## config.mk

```make
export PLATFORM = sky130hd
export DESIGN_NAME = mem_stage_lsu_flat
export DESIGN_NICKNAME = d
export VERILOG_FILES = /design/src/rtl/mem_stage_lsu_if.sv /design/src/rtl/mem_stage_lsu.sv /design/src/flat_wrapper.sv
export SDC_FILE = /design/constraint.sdc
export NUM_CORES = 1
export LEC_CHECK = 0
export ABC_AREA = 1
export CORE_ASPECT_RATIO = 0.75
export CORE_MARGIN = 2
export CORE_UTILIZATION = 40
export DETAILED_ROUTE_END_ITERATION = 10
export PLACE_DENSITY = 0.68
export SETUP_SLACK_MARGIN = 0.15
export SLEW_MARGIN = 20
export SYNTH_ARGS = -nofsm -noshare
export SYNTH_HDL_FRONTEND = slang
export SYNTH_SLANG_ARGS = --single-unit
```

## constraint.sdc

```tcl
create_clock -name clk -period 1.25 [get_ports clk]
set_input_delay 0.125 -clock clk [delete_from_list [all_inputs] [get_ports clk]]
set_output_delay 0.125 -clock clk [all_outputs]
set_load 0.005 [all_outputs]
```

## src/rtl/mem_stage_lsu_if.sv

```systemverilog
// mem_stage_lsu_if: request, response and data-RAM port bundle for the MEM-stage LSU
interface mem_stage_lsu_if #(parameter int ADDR_WIDTH = 5);
  logic                  req_valid;
  logic                  req_ready;
  logic                  req_we;
  logic [1:0]            req_size;
  logic                  req_unsigned;
  logic [ADDR_WIDTH+1:0] req_addr;
  logic [31:0]           req_wdata;
  logic [4:0]            req_rd;
  logic [ADDR_WIDTH-1:0] ram_addr;
  logic                  ram_we;
  logic [31:0]           ram_wdata;
  logic [31:0]           ram_rdata;
  logic                  rsp_valid;
  logic [31:0]           rsp_data;
  logic [4:0]            rsp_rd;
  logic                  store_done;
  logic                  misalign;
  modport slave (
    input  req_valid, req_we, req_size, req_unsigned, req_addr, req_wdata, req_rd, ram_rdata,
    output req_ready, ram_addr, ram_we, ram_wdata, rsp_valid, rsp_data, rsp_rd, store_done, misalign
  );
  modport master (
    output req_valid, req_we, req_size, req_unsigned, req_addr, req_wdata, req_rd, ram_rdata,
    input  req_ready, ram_addr, ram_we, ram_wdata, rsp_valid, rsp_data, rsp_rd, store_done, misalign
  );
endinterface

```

## src/rtl/mem_stage_lsu.sv

```systemverilog
// mem_stage_lsu: MEM-stage load/store unit with sub-word RMW stores and misalignment rejection
module mem_stage_lsu #(
  parameter int ADDR_WIDTH = 5,
  parameter int DATA_WIDTH = 32
) (
  input  logic clk,
  input  logic rst,
  mem_stage_lsu_if.slave bus
);
  typedef enum logic [2:0] {IDLE, LD, ST_W, RMW_RD, RMW_WR} state_t;
  state_t state, nxt;
  logic                  accept, mis, uns_q;
  logic [1:0]            size_q;
  logic [ADDR_WIDTH+1:0] addr_q;
  logic [4:0]            rd_q, bsh;
  logic [DATA_WIDTH-1:0] wdata_q, merge_q, shifted, ld_val, lane_mask, lane_data;
  assign accept = bus.req_valid && bus.req_ready;
  assign mis = bus.req_size == 2'b11 || (bus.req_size == 2'b01 && bus.req_addr[0]) ||
               (bus.req_size == 2'b10 && bus.req_addr[1:0] != 2'b00);
  // Aligned accesses only reach the datapath, so one byte shift serves byte, half and word lanes.
  assign bsh       = {addr_q[1:0], 3'b000};
  assign shifted   = bus.ram_rdata >> bsh;
  assign ld_val    = size_q == 2'b00 ? {{24{~uns_q & shifted[7]}}, shifted[7:0]} :
                     size_q == 2'b01 ? {{16{~uns_q & shifted[15]}}, shifted[15:0]} : shifted;
  assign lane_mask = (size_q == 2'b00 ? 32'h0000_00ff : 32'h0000_ffff) << bsh;
  assign lane_data = (size_q == 2'b00 ? {24'b0, wdata_q[7:0]} : {16'b0, wdata_q[15:0]}) << bsh;
  always_ff @(posedge clk)
    if (rst) state <= IDLE;
    else     state <= nxt;
  always_comb begin
    nxt = state == IDLE   ? (accept && !mis ? (!bus.req_we ? LD : bus.req_size == 2'b10 ? ST_W : RMW_RD) : IDLE) :
          state == RMW_RD ? RMW_WR : IDLE;
  end
  always_comb begin
    bus.req_ready = state == IDLE && !rst;
    bus.ram_we    = !rst && (state == ST_W || state == RMW_WR);
    bus.ram_wdata = state == RMW_WR ? merge_q : wdata_q;
    bus.ram_addr  = addr_q[ADDR_WIDTH+1:2];
  end
  always_ff @(posedge clk) begin
    if (rst) begin
      uns_q          <= 1'b0;
      size_q         <= 2'b00;
      addr_q         <= '0;
      wdata_q        <= '0;
      rd_q           <= '0;
      merge_q        <= '0;
      bus.rsp_valid  <= 1'b0;
      bus.rsp_data   <= '0;
      bus.rsp_rd     <= '0;
      bus.store_done <= 1'b0;
      bus.misalign   <= 1'b0;
    end else begin
      if (accept) begin
        uns_q   <= bus.req_unsigned;
        size_q  <= bus.req_size;
        addr_q  <= bus.req_addr;
        wdata_q <= bus.req_wdata;
        rd_q    <= bus.req_rd;
      end
      if (state == LD) begin
        bus.rsp_data <= ld_val;
        bus.rsp_rd   <= rd_q;
      end
      if (state == RMW_RD) merge_q <= (bus.ram_rdata & ~lane_mask) | lane_data;
      bus.rsp_valid  <= state == LD;
      bus.store_done <= state == ST_W || state == RMW_WR;
      bus.misalign   <= accept && mis;
    end
  end
endmodule

```

## src/flat_wrapper.sv

```systemverilog
// flat-port wrapper written by rule: the top's interface ports become plain ports
module mem_stage_lsu_flat 
#(
  parameter int ADDR_WIDTH = 5,
  parameter int DATA_WIDTH = 32
)
  (clk, rst, bus_req_valid, bus_req_we, bus_req_size, bus_req_unsigned, bus_req_addr, bus_req_wdata, bus_req_rd, bus_ram_rdata, bus_req_ready, bus_ram_addr, bus_ram_we, bus_ram_wdata, bus_rsp_valid, bus_rsp_data, bus_rsp_rd, bus_store_done, bus_misalign);
  mem_stage_lsu_if #(.ADDR_WIDTH(ADDR_WIDTH)) bus_i ();
  input  logic clk;
  input  logic rst;
  input wire logic [$bits(bus_i.req_valid)-1:0] bus_req_valid;
  input wire logic [$bits(bus_i.req_we)-1:0] bus_req_we;
  input wire logic [$bits(bus_i.req_size)-1:0] bus_req_size;
  input wire logic [$bits(bus_i.req_unsigned)-1:0] bus_req_unsigned;
  input wire logic [$bits(bus_i.req_addr)-1:0] bus_req_addr;
  input wire logic [$bits(bus_i.req_wdata)-1:0] bus_req_wdata;
  input wire logic [$bits(bus_i.req_rd)-1:0] bus_req_rd;
  input wire logic [$bits(bus_i.ram_rdata)-1:0] bus_ram_rdata;
  output wire logic [$bits(bus_i.req_ready)-1:0] bus_req_ready;
  output wire logic [$bits(bus_i.ram_addr)-1:0] bus_ram_addr;
  output wire logic [$bits(bus_i.ram_we)-1:0] bus_ram_we;
  output wire logic [$bits(bus_i.ram_wdata)-1:0] bus_ram_wdata;
  output wire logic [$bits(bus_i.rsp_valid)-1:0] bus_rsp_valid;
  output wire logic [$bits(bus_i.rsp_data)-1:0] bus_rsp_data;
  output wire logic [$bits(bus_i.rsp_rd)-1:0] bus_rsp_rd;
  output wire logic [$bits(bus_i.store_done)-1:0] bus_store_done;
  output wire logic [$bits(bus_i.misalign)-1:0] bus_misalign;
  assign bus_i.req_valid = bus_req_valid;
  assign bus_i.req_we = bus_req_we;
  assign bus_i.req_size = bus_req_size;
  assign bus_i.req_unsigned = bus_req_unsigned;
  assign bus_i.req_addr = bus_req_addr;
  assign bus_i.req_wdata = bus_req_wdata;
  assign bus_i.req_rd = bus_req_rd;
  assign bus_i.ram_rdata = bus_ram_rdata;
  assign bus_req_ready = bus_i.req_ready;
  assign bus_ram_addr = bus_i.ram_addr;
  assign bus_ram_we = bus_i.ram_we;
  assign bus_ram_wdata = bus_i.ram_wdata;
  assign bus_rsp_valid = bus_i.rsp_valid;
  assign bus_rsp_data = bus_i.rsp_data;
  assign bus_rsp_rd = bus_i.rsp_rd;
  assign bus_store_done = bus_i.store_done;
  assign bus_misalign = bus_i.misalign;
  mem_stage_lsu #(.ADDR_WIDTH(ADDR_WIDTH), .DATA_WIDTH(DATA_WIDTH)) u_core (.clk(clk), .rst(rst), .bus(bus_i));
endmodule
```

==> results of run 1 <==
==> sequential cells by signal, indices dropped and copies added, names as in the netlist <==
signal / flops
u_core.size_q: 2
u_core.bus.rsp_rd: 5
u_core.bus.store_done: 1
u_core.bus.rsp_valid: 1
u_core.wdata_q: 32
u_core.bus.misalign: 1
u_core.merge_q: 32
u_core.uns_q: 1
u_core.bus.rsp_data: 32
u_core.rd_q: 5
u_core.addr_q: 7
u_core.state: 3
==> stage by stage <==
stage	setup TNS [ns]	hold slack (ns)	util (%)	area (µm²)	std cells
2_1_floorplan	-0.480	0.216	-	6290	896
5_1_grt	-56.14	0.267	75.8	11000	1375
3_5_place_dp	-31.55	0.455	59.6	8640	1296
4_1_cts	-43.51	0.236	70.1	10200	1362
3_3_place_gp	-29.72	0.447	59.6	8640	1296
6_report	-49.22	0.249	75.8	11000	1375
==> timing repair <==
action,CTS,global route
pin swaps,18,43
cloned,15,6
setup buffers,19,7
setup endpoints to repair,200,189
endpoints found under the hold margin,0,0
resized for setup,388,303
==> final cells by class <==
type                            instances  area (µm²)  area share (%)
Multi-Input combinational cell        640        4210            38.3
Tap cell                              200         250            2.28
Clock buffer                           17         425            3.87
Timing Repair inverter                  1        16.3           0.148
Inverter                               70         295            2.69
Sequential cell                       122        2490            22.7
Clock inverter                         15         140            1.28
Timing Repair Buffer                  310        3160            28.7
==> power groups by stage <==
| stage | clock network, W | registers (W) | logic [W] |
|---|---|---|---|
| after floorplan | 0 | 0.00422 | 0.00102 |
| after global placement | 0 | 0.00423 | 0.00206 |
| after detailed placement | 0 | 0.00423 | 0.00208 |
| after CTS | 0.00478 | 0.00416 | 0.00225 |
| after global routing | 0.00495 | 0.00420 | 0.00268 |
| final | 0.00476 | 0.00418 | 0.00250 |
==> logic make-up (layout without fill, tap and decap cells) <==
group,after synthesis,count (layout)
AOI/OAI and AO/OA,246,246
and+or+nand+nor,392,394
buffers and inverters,136,413
DFF,122,122
==> worst max-delay path: cells and delay by family (launching register included) <==
family          cells  cell delay [ns]
flops               1             0.34
compound gates      1             0.04
buf+inv             4             0.53
simple gates        3             0.30
==> per-layer routing <==
| layer | global-route usage (%) | routed length [µm] | vias up |
|---|---|---|---|
| met1 | 39.3 | 10600 | 3416 |
| met2 | 44.6 | 11200 | 384 |
| met4 | 7.91 | 532 | 0 |
| li1 | - | - | 3452 |
| met3 | 5.88 | 2240 | 49 |
| met5 | 0 | 0 | - |
==> layout by cell type (no fill, tap or decap), types with 6 or more instances in the layout <==
cell type        Yosys  layout
dfxtp_2              0      42
buf_16               0      11
o21ai_2              0      67
nand3_2              3       8
nor2_2               2      12
inv_2                5       9
nor2_1              74      35
inv_6                0       6
clkbuf_16            0      22
nand2_2              1      26
o211ai_1             7       7
buf_6                9      22
clkdlybuf4s50_1      0      82
nand3_4              1      13
inv_1               64      56
o21ai_0            101      16
dfxtp_1            122      80
nor2_4               1      30
o21ai_4              0      14
buf_4                9      77
clkbuf_2             2      38
nand3_1             48      31
a21oi_2              1      64
buf_12               0      21
nand2_1            256     223
nand2_4              2       8
buf_8                0      13
o21ai_1              5       9
buf_2               16      29
a21oi_1            122      57
clkdlybuf4s15_2      0       6
==> path summary, 6_finish.rpt <==
kind                     from           endpoint  slack, ns  cells after the start
min           bus_req_addr[5]   u_core.addr_q[5]       0.25                      3
max reg2reg   u_core.state[0]  u_core.wdata_q[2]      -0.45                     11
min reg2reg  u_core.addr_q[5]   u_core.addr_q[5]       0.46                      2
max           u_core.state[0]  bus_ram_wdata[19]      -0.52                      8
==> impl_metrics.csv, run 1 <==
group,metric,value,unit
setup_path,critPathKind,"register to output port",
floorplanning,initial_utilization,41.1,%
synthesis,yosys.area.top_type_share,41.0,%
sta,rsz0062_at_grt,"yes",
layout,num_antenna_cells,0,
sta,timing_hold_violations_final,0,
setup_path,crit_chain,"nor2_4 > nand2_4 > buf_6 > buf_16 > buf_8 > nand2_4 > o21ai_2 > buf_2",
layout,fillCellCount,992,
synthesis,yosys_warnings,0,
run_status,violations,"setup timing",
synthesis,ys.flop_type,"dfxtp_1",
layout,area_delta_synth_final,84.5,%
pwr,swShare,29.9,%
synthesis,yosysTopAreaCell,"dfxtp_1",
setup_path,endpoint_kind,"output port",
run_status,status,"complete, but fails checks",
routing,drt_iter0_markers,644,
routing,vias,7301,
clocking,clkSinkCount,122,
pwr,powerDensity,1040,nW/µm²
pwr,max-vdd-ir-drop,1.07,mV
placed_design,place_ws,-0.334,ns
synthesis,synthesis.nets,979,
layout,layout-drive-gt1-share,48.1,%
layout,fin_nets,1245,
global_route,grt_max_degree,34,
sta,setup_viol,154,
setup_path,cp_slowest_stage_delay,0.34,ns
setup_path,critical_path_peak_fanout,5,
sta,max_freq,566,MHz
pwr,p_switching,0.00342,W
synthesis,ys_types,29,
setup_path,cpMostUsedCell,"nand2_4",
synthesis,yosys.area_share.simple,27.1,%
synthesis,syn_avg_cell_area,6.65,µm²
job,cap_viol_max_count,0,
sta,min_period,1.77,ns
global_route,grt_pass1_wl,34300,µm
min_path,hold_path.class,"input port to register",
clocking,cts_tree,"done",
pwr,p_leak,4.62,nW
synthesis,synth-xor-area-share,0,%
routing,drtAntennaViolNets,0,
synthesis,synth_edf_count,0,
synthesis,synthAdderAreaFrac,0,%
sta,worst_pin_slew,0.442,ns
sta,maxSlewHeadroom,70.4,%
synthesis,ys_async_sr_fraction,0,%
global_route,antenna_found_initial,0,
setup_path,slowest_stage,"dfxtp_2",
routing,drcViolationCount,0,
synthesis,synth-seq-cells,122,
pwr,seq_power_share,36.5,%
pwr,pwr-share-comb,21.9,%
pwr,p_total,0.0114,W
setup_path,crit_required,1.12,ns
placed_design,dp_hpwl,14600,µm
clocking,cts_root_buf,"clkbuf_16",
synthesis,synthMuxAreaShare,0,%
floorplanning,fp.dieH,110,µm
sta,clock-skew-final,0.00848,ns
floorplanning,rows,38,
synthesis,synth_area,5950,µm²
synthesis,yosysMostFrequentCell,"nand2_1",
routing,detail_route.vias_per_cell,5.31,
routing,routed_wl,24600,µm
setup_path,startpoint_type,"register",
routing,drtPass1Iterations,5,
floorplanning,fp.dieW,145,µm
clocking,cts_hold_buf,0,
clocking,cts_buffers,17,
placed_design,port_buffers,161,
clocking,clkTransAtPathRegs,0.06,ns
pwr,p_int,0.00801,W
sta,period_share,141,%
synthesis,ys_top_cells_by_area,"dfxtp_1 (41%), nand2_1 (16%), a21oi_1 (10%), o21ai_0 (8.5%), nor2_1 (4.7%)",
pwr,clkPwrFrac,41.6,%
synthesis,synth_top_family_by_area,"simple AND/OR/NAND/NOR gates",
global_route,track_usage,28.3,%
clocking,cts_buffer_depth,2,
synthesis,yosysSeqAreaShare,41.0,%
clocking,htreeDepth,4,
routing,wl_per_cell,17.9,µm
floorplanning,die-area,15900,µm²
sta,fin_ws,-0.517,ns
global_route,grt-ovfl-total,0,
setup_path,arrival,1.64,ns
sta,drv_slew,0,
synthesis,synth_commonest_cells,"nand2_1 (256), a21oi_1 (122), dfxtp_1 (122)",
floorplanning,pin_count,162,
placed_design,routabilityCongestion,0.870,
clocking,clock_latency,0.43,ns
floorplanning,core_area,14500,µm²
global_route,grt_pass1_vias,6664,
synthesis,synth_compound_area_share,21.3,%
synthesis,syn_inst,896,
Note: power is estimated with default switching activity, not from simulation.
==> inputs of run 2 (changes only) <==
CORE_MARGIN = 4   (was 2)
==> run 2 against run 1 <==
The flow still finishes with violations (setup timing); sequential power barely moved; first-iteration DRC count rose by 14%; die area rose by 6.5%; final area fell by 0.46%; core utilization fell by 0.35 points; maximum frequency fell by 3.4%; register-to-register slack got worse by 0.04 ns; largest cell class unchanged; setup slack got worse by 0.062 ns.
==> impl_metrics.csv, run 2 (synthesized netlist as in run 1, its figures left out) <==
group,metric,value,unit
clocking,cts_buffer_depth,2,
placed_design,dp.cells,1292,
run_status,violations,"setup timing",
sta,rsz0062_at_grt,"yes",
setup_path,r2r_start,"u_core.state[0]",
layout,final_common_cell,"nand2_1",
sta,min_period,1.83,ns
floorplanning,die-area,16900,µm²
setup_path,arrival,1.70,ns
setup_path,reg2reg_depth,9,
clocking,cts_root_buf,"clkbuf_16",
routing,vias,7302,
pwr,p_switching,0.00336,W
routing,drcViolationCount,0,
setup_path,r2r_slack,-0.49,ns
layout,final_cells,1367,
clocking,clkTransAtPathRegs,0.06,ns
routing,wl_per_cell,18.8,µm
global_route,grt_max_degree,41,
routing,drtAntennaViolNets,0,
clocking,cts_tree,"done",
routing,routed_wl,25700,µm
floorplanning,fp.dieW,149,µm
floorplanning,pin_count,162,
setup_path,timing.rr.end,"u_core.wdata_q[7]",
floorplanning,fp.dieH,114,µm
sta,max_freq,547,MHz
sta,worst_pin_slew,0.469,ns
pwr,swShare,28.9,%
layout,fin_util,75.4,%
clocking,cts_hold_buf,0,
layout,fin_nets,1237,
sta,setup_viol,154,
run_status,status,"complete, but fails checks",
placed_design,routabilityCongestion,0.916,
clocking,cts_buffers,17,
routing,drtPass1Iterations,8,
pwr,p_leak,4.53,nW
setup_path,endpoint_kind,"output port",
sta,tns,-56.20,ns
pwr,max-vdd-ir-drop,1.13,mV
global_route,grt_pass1_vias,6984,
routing,detail_route.vias_per_cell,5.34,
global_route,antenna_found_initial,0,
setup_path,startpoint_type,"register",
sta,maxSlewHeadroom,68.8,%
setup_path,crit_end,"bus_ram_wdata[11]",
layout,final_cell_mix,"nand2_1 (239), dfxtp_1 (93), clkdlybuf4s50_1 (82)",
routing,drt_iter0_markers,732,
global_route,track_usage,27.4,%
placed_design,place_ws,-0.365,ns
pwr,seq_power_share,35.9,%
job,cap_viol_max_count,0,
pwr,powerDensity,1060,nW/µm²
global_route,grt_pass1_wl,36700,µm
clocking,htreeDepth,4,
floorplanning,core_area,14500,µm²
layout,layout-drive-gt1-share,43.3,%
pwr,p_int,0.00825,W
sta,timing_hold_violations_final,0,
sta,clock-skew-final,0.0108,ns
setup_path,crit_required,1.12,ns
setup_path,critical_path_peak_fanout,8,
floorplanning,rows,38,
floorplanning,initial_utilization,41.1,%
placed_design,dp_hpwl,14800,µm
setup_path,critPathKind,"register to output port",
min_path,hold_path.class,"input port to register",
pwr,clkPwrFrac,42.8,%
placed_design,port_buffers,161,
layout,area_delta_synth_final,83.7,%
layout,reg.largest.list,"u_core.bus.rsp_data: 32 flops, u_core.merge_q: 32 flops, u_core.wdata_q: 32 flops",
global_route,grt-ovfl-total,0,
sta,drv_slew,0,
layout,num_antenna_cells,0,
clocking,clock_latency,0.42,ns
setup_path,worstSetupStartpoint,"u_core.state[0]",
pwr,pwr-share-comb,21.3,%
sta,period_share,146,%
clocking,clkSinkCount,122,
sta,fin_ws,-0.579,ns
run 2: cell count changes in the layout (fill, tap and decap cells not counted), sizes merged:
| cell | delta |
|---|---|
| clkinv | +3 |
| bufinv | +1 |
| dlymetal6s2s | -1 |
| clkinvlp | -1 |
| clkdlybuf4s15 | +15 |
| clkbuf | -18 |
| buf | -2 |
| inv | -5 |
run 2: power by group through the flow:
stage / Sequential [W] / Clock [W] / Combinational [W]
after floorplan: 0.00422 / 0 / 0.00102
after global placement: 0.00422 / 0 / 0.00203
after detailed placement: 0.00423 / 0 / 0.00204
after CTS: 0.00415 / 0.00498 / 0.00223
after global routing: 0.00418 / 0.00521 / 0.00264
final: 0.00416 / 0.00497 / 0.00247
run 2: critical path, cell delays in order (launching register included):
cell and delay (ns):
dfxtp_2 0.34, nor2_4 0.18, nand2_8 0.15, buf_6 0.17, buf_16 0.15, a21oi_2 0.16, buf_2 0.14
run 2: worst min-delay path by stage:
stage	to	depth (start not counted)	slack (ns)	startpoint
finish	u_core.addr_q[4]	3	0.26	bus_req_addr[4]
global route	u_core.addr_q[2]	3	0.25	bus_req_addr[2]
CTS	u_core.addr_q[2]	3	0.25	bus_req_addr[2]
detailed placement	u_core.wdata_q[19]	2	0.45	u_core.wdata_q[19]
global placement	u_core.addr_q[3]	2	0.45	u_core.addr_q[3]
floorplan	u_core.state[0]	1	0.22	bus_req_size[1]
run 2: area by class of cell:
type,instances,area (µm²)
Multi-Input combinational cell,640,4190
Fill cell,1011,3560
Timing Repair Buffer,302,3110
Sequential cell,122,2480
Clock buffer,19,453
Inverter,70,295
Tap cell,200,250
Clock inverter,13,145
Timing Repair inverter,1,16.3
run 2: routing by layer:
layer  wire (µm)  track usage (%)  vias to the layer above
met3        2780             7.31                       58
met2       11700             42.8                      412
li1            -                -                     3444
met1       10600             37.4                     3388
met5           0                0                        -
met4         613             7.93                        0
run 2: timing repair:
| action | CTS | global route |
|---|---|---|
| resized for setup | 429 | 207 |
| setup endpoints to repair | 199 | 187 |
| buffers inserted | 16 | 5 |
| pin swaps | 25 | 40 |
| gates cloned | 17 | 5 |
run 2: stage by stage:
stage / power, W / hold slack (ns) / area (µm²)
after floorplan: 0.00524 / 0.216 / 6290
after global placement: 0.00626 / 0.446 / 8560
after detailed placement: 0.00627 / 0.454 / 8560
after CTS: 0.0114 / 0.251 / 10200
after global routing: 0.0120 / 0.247 / 10900
final: 0.0116 / 0.255 / 10900
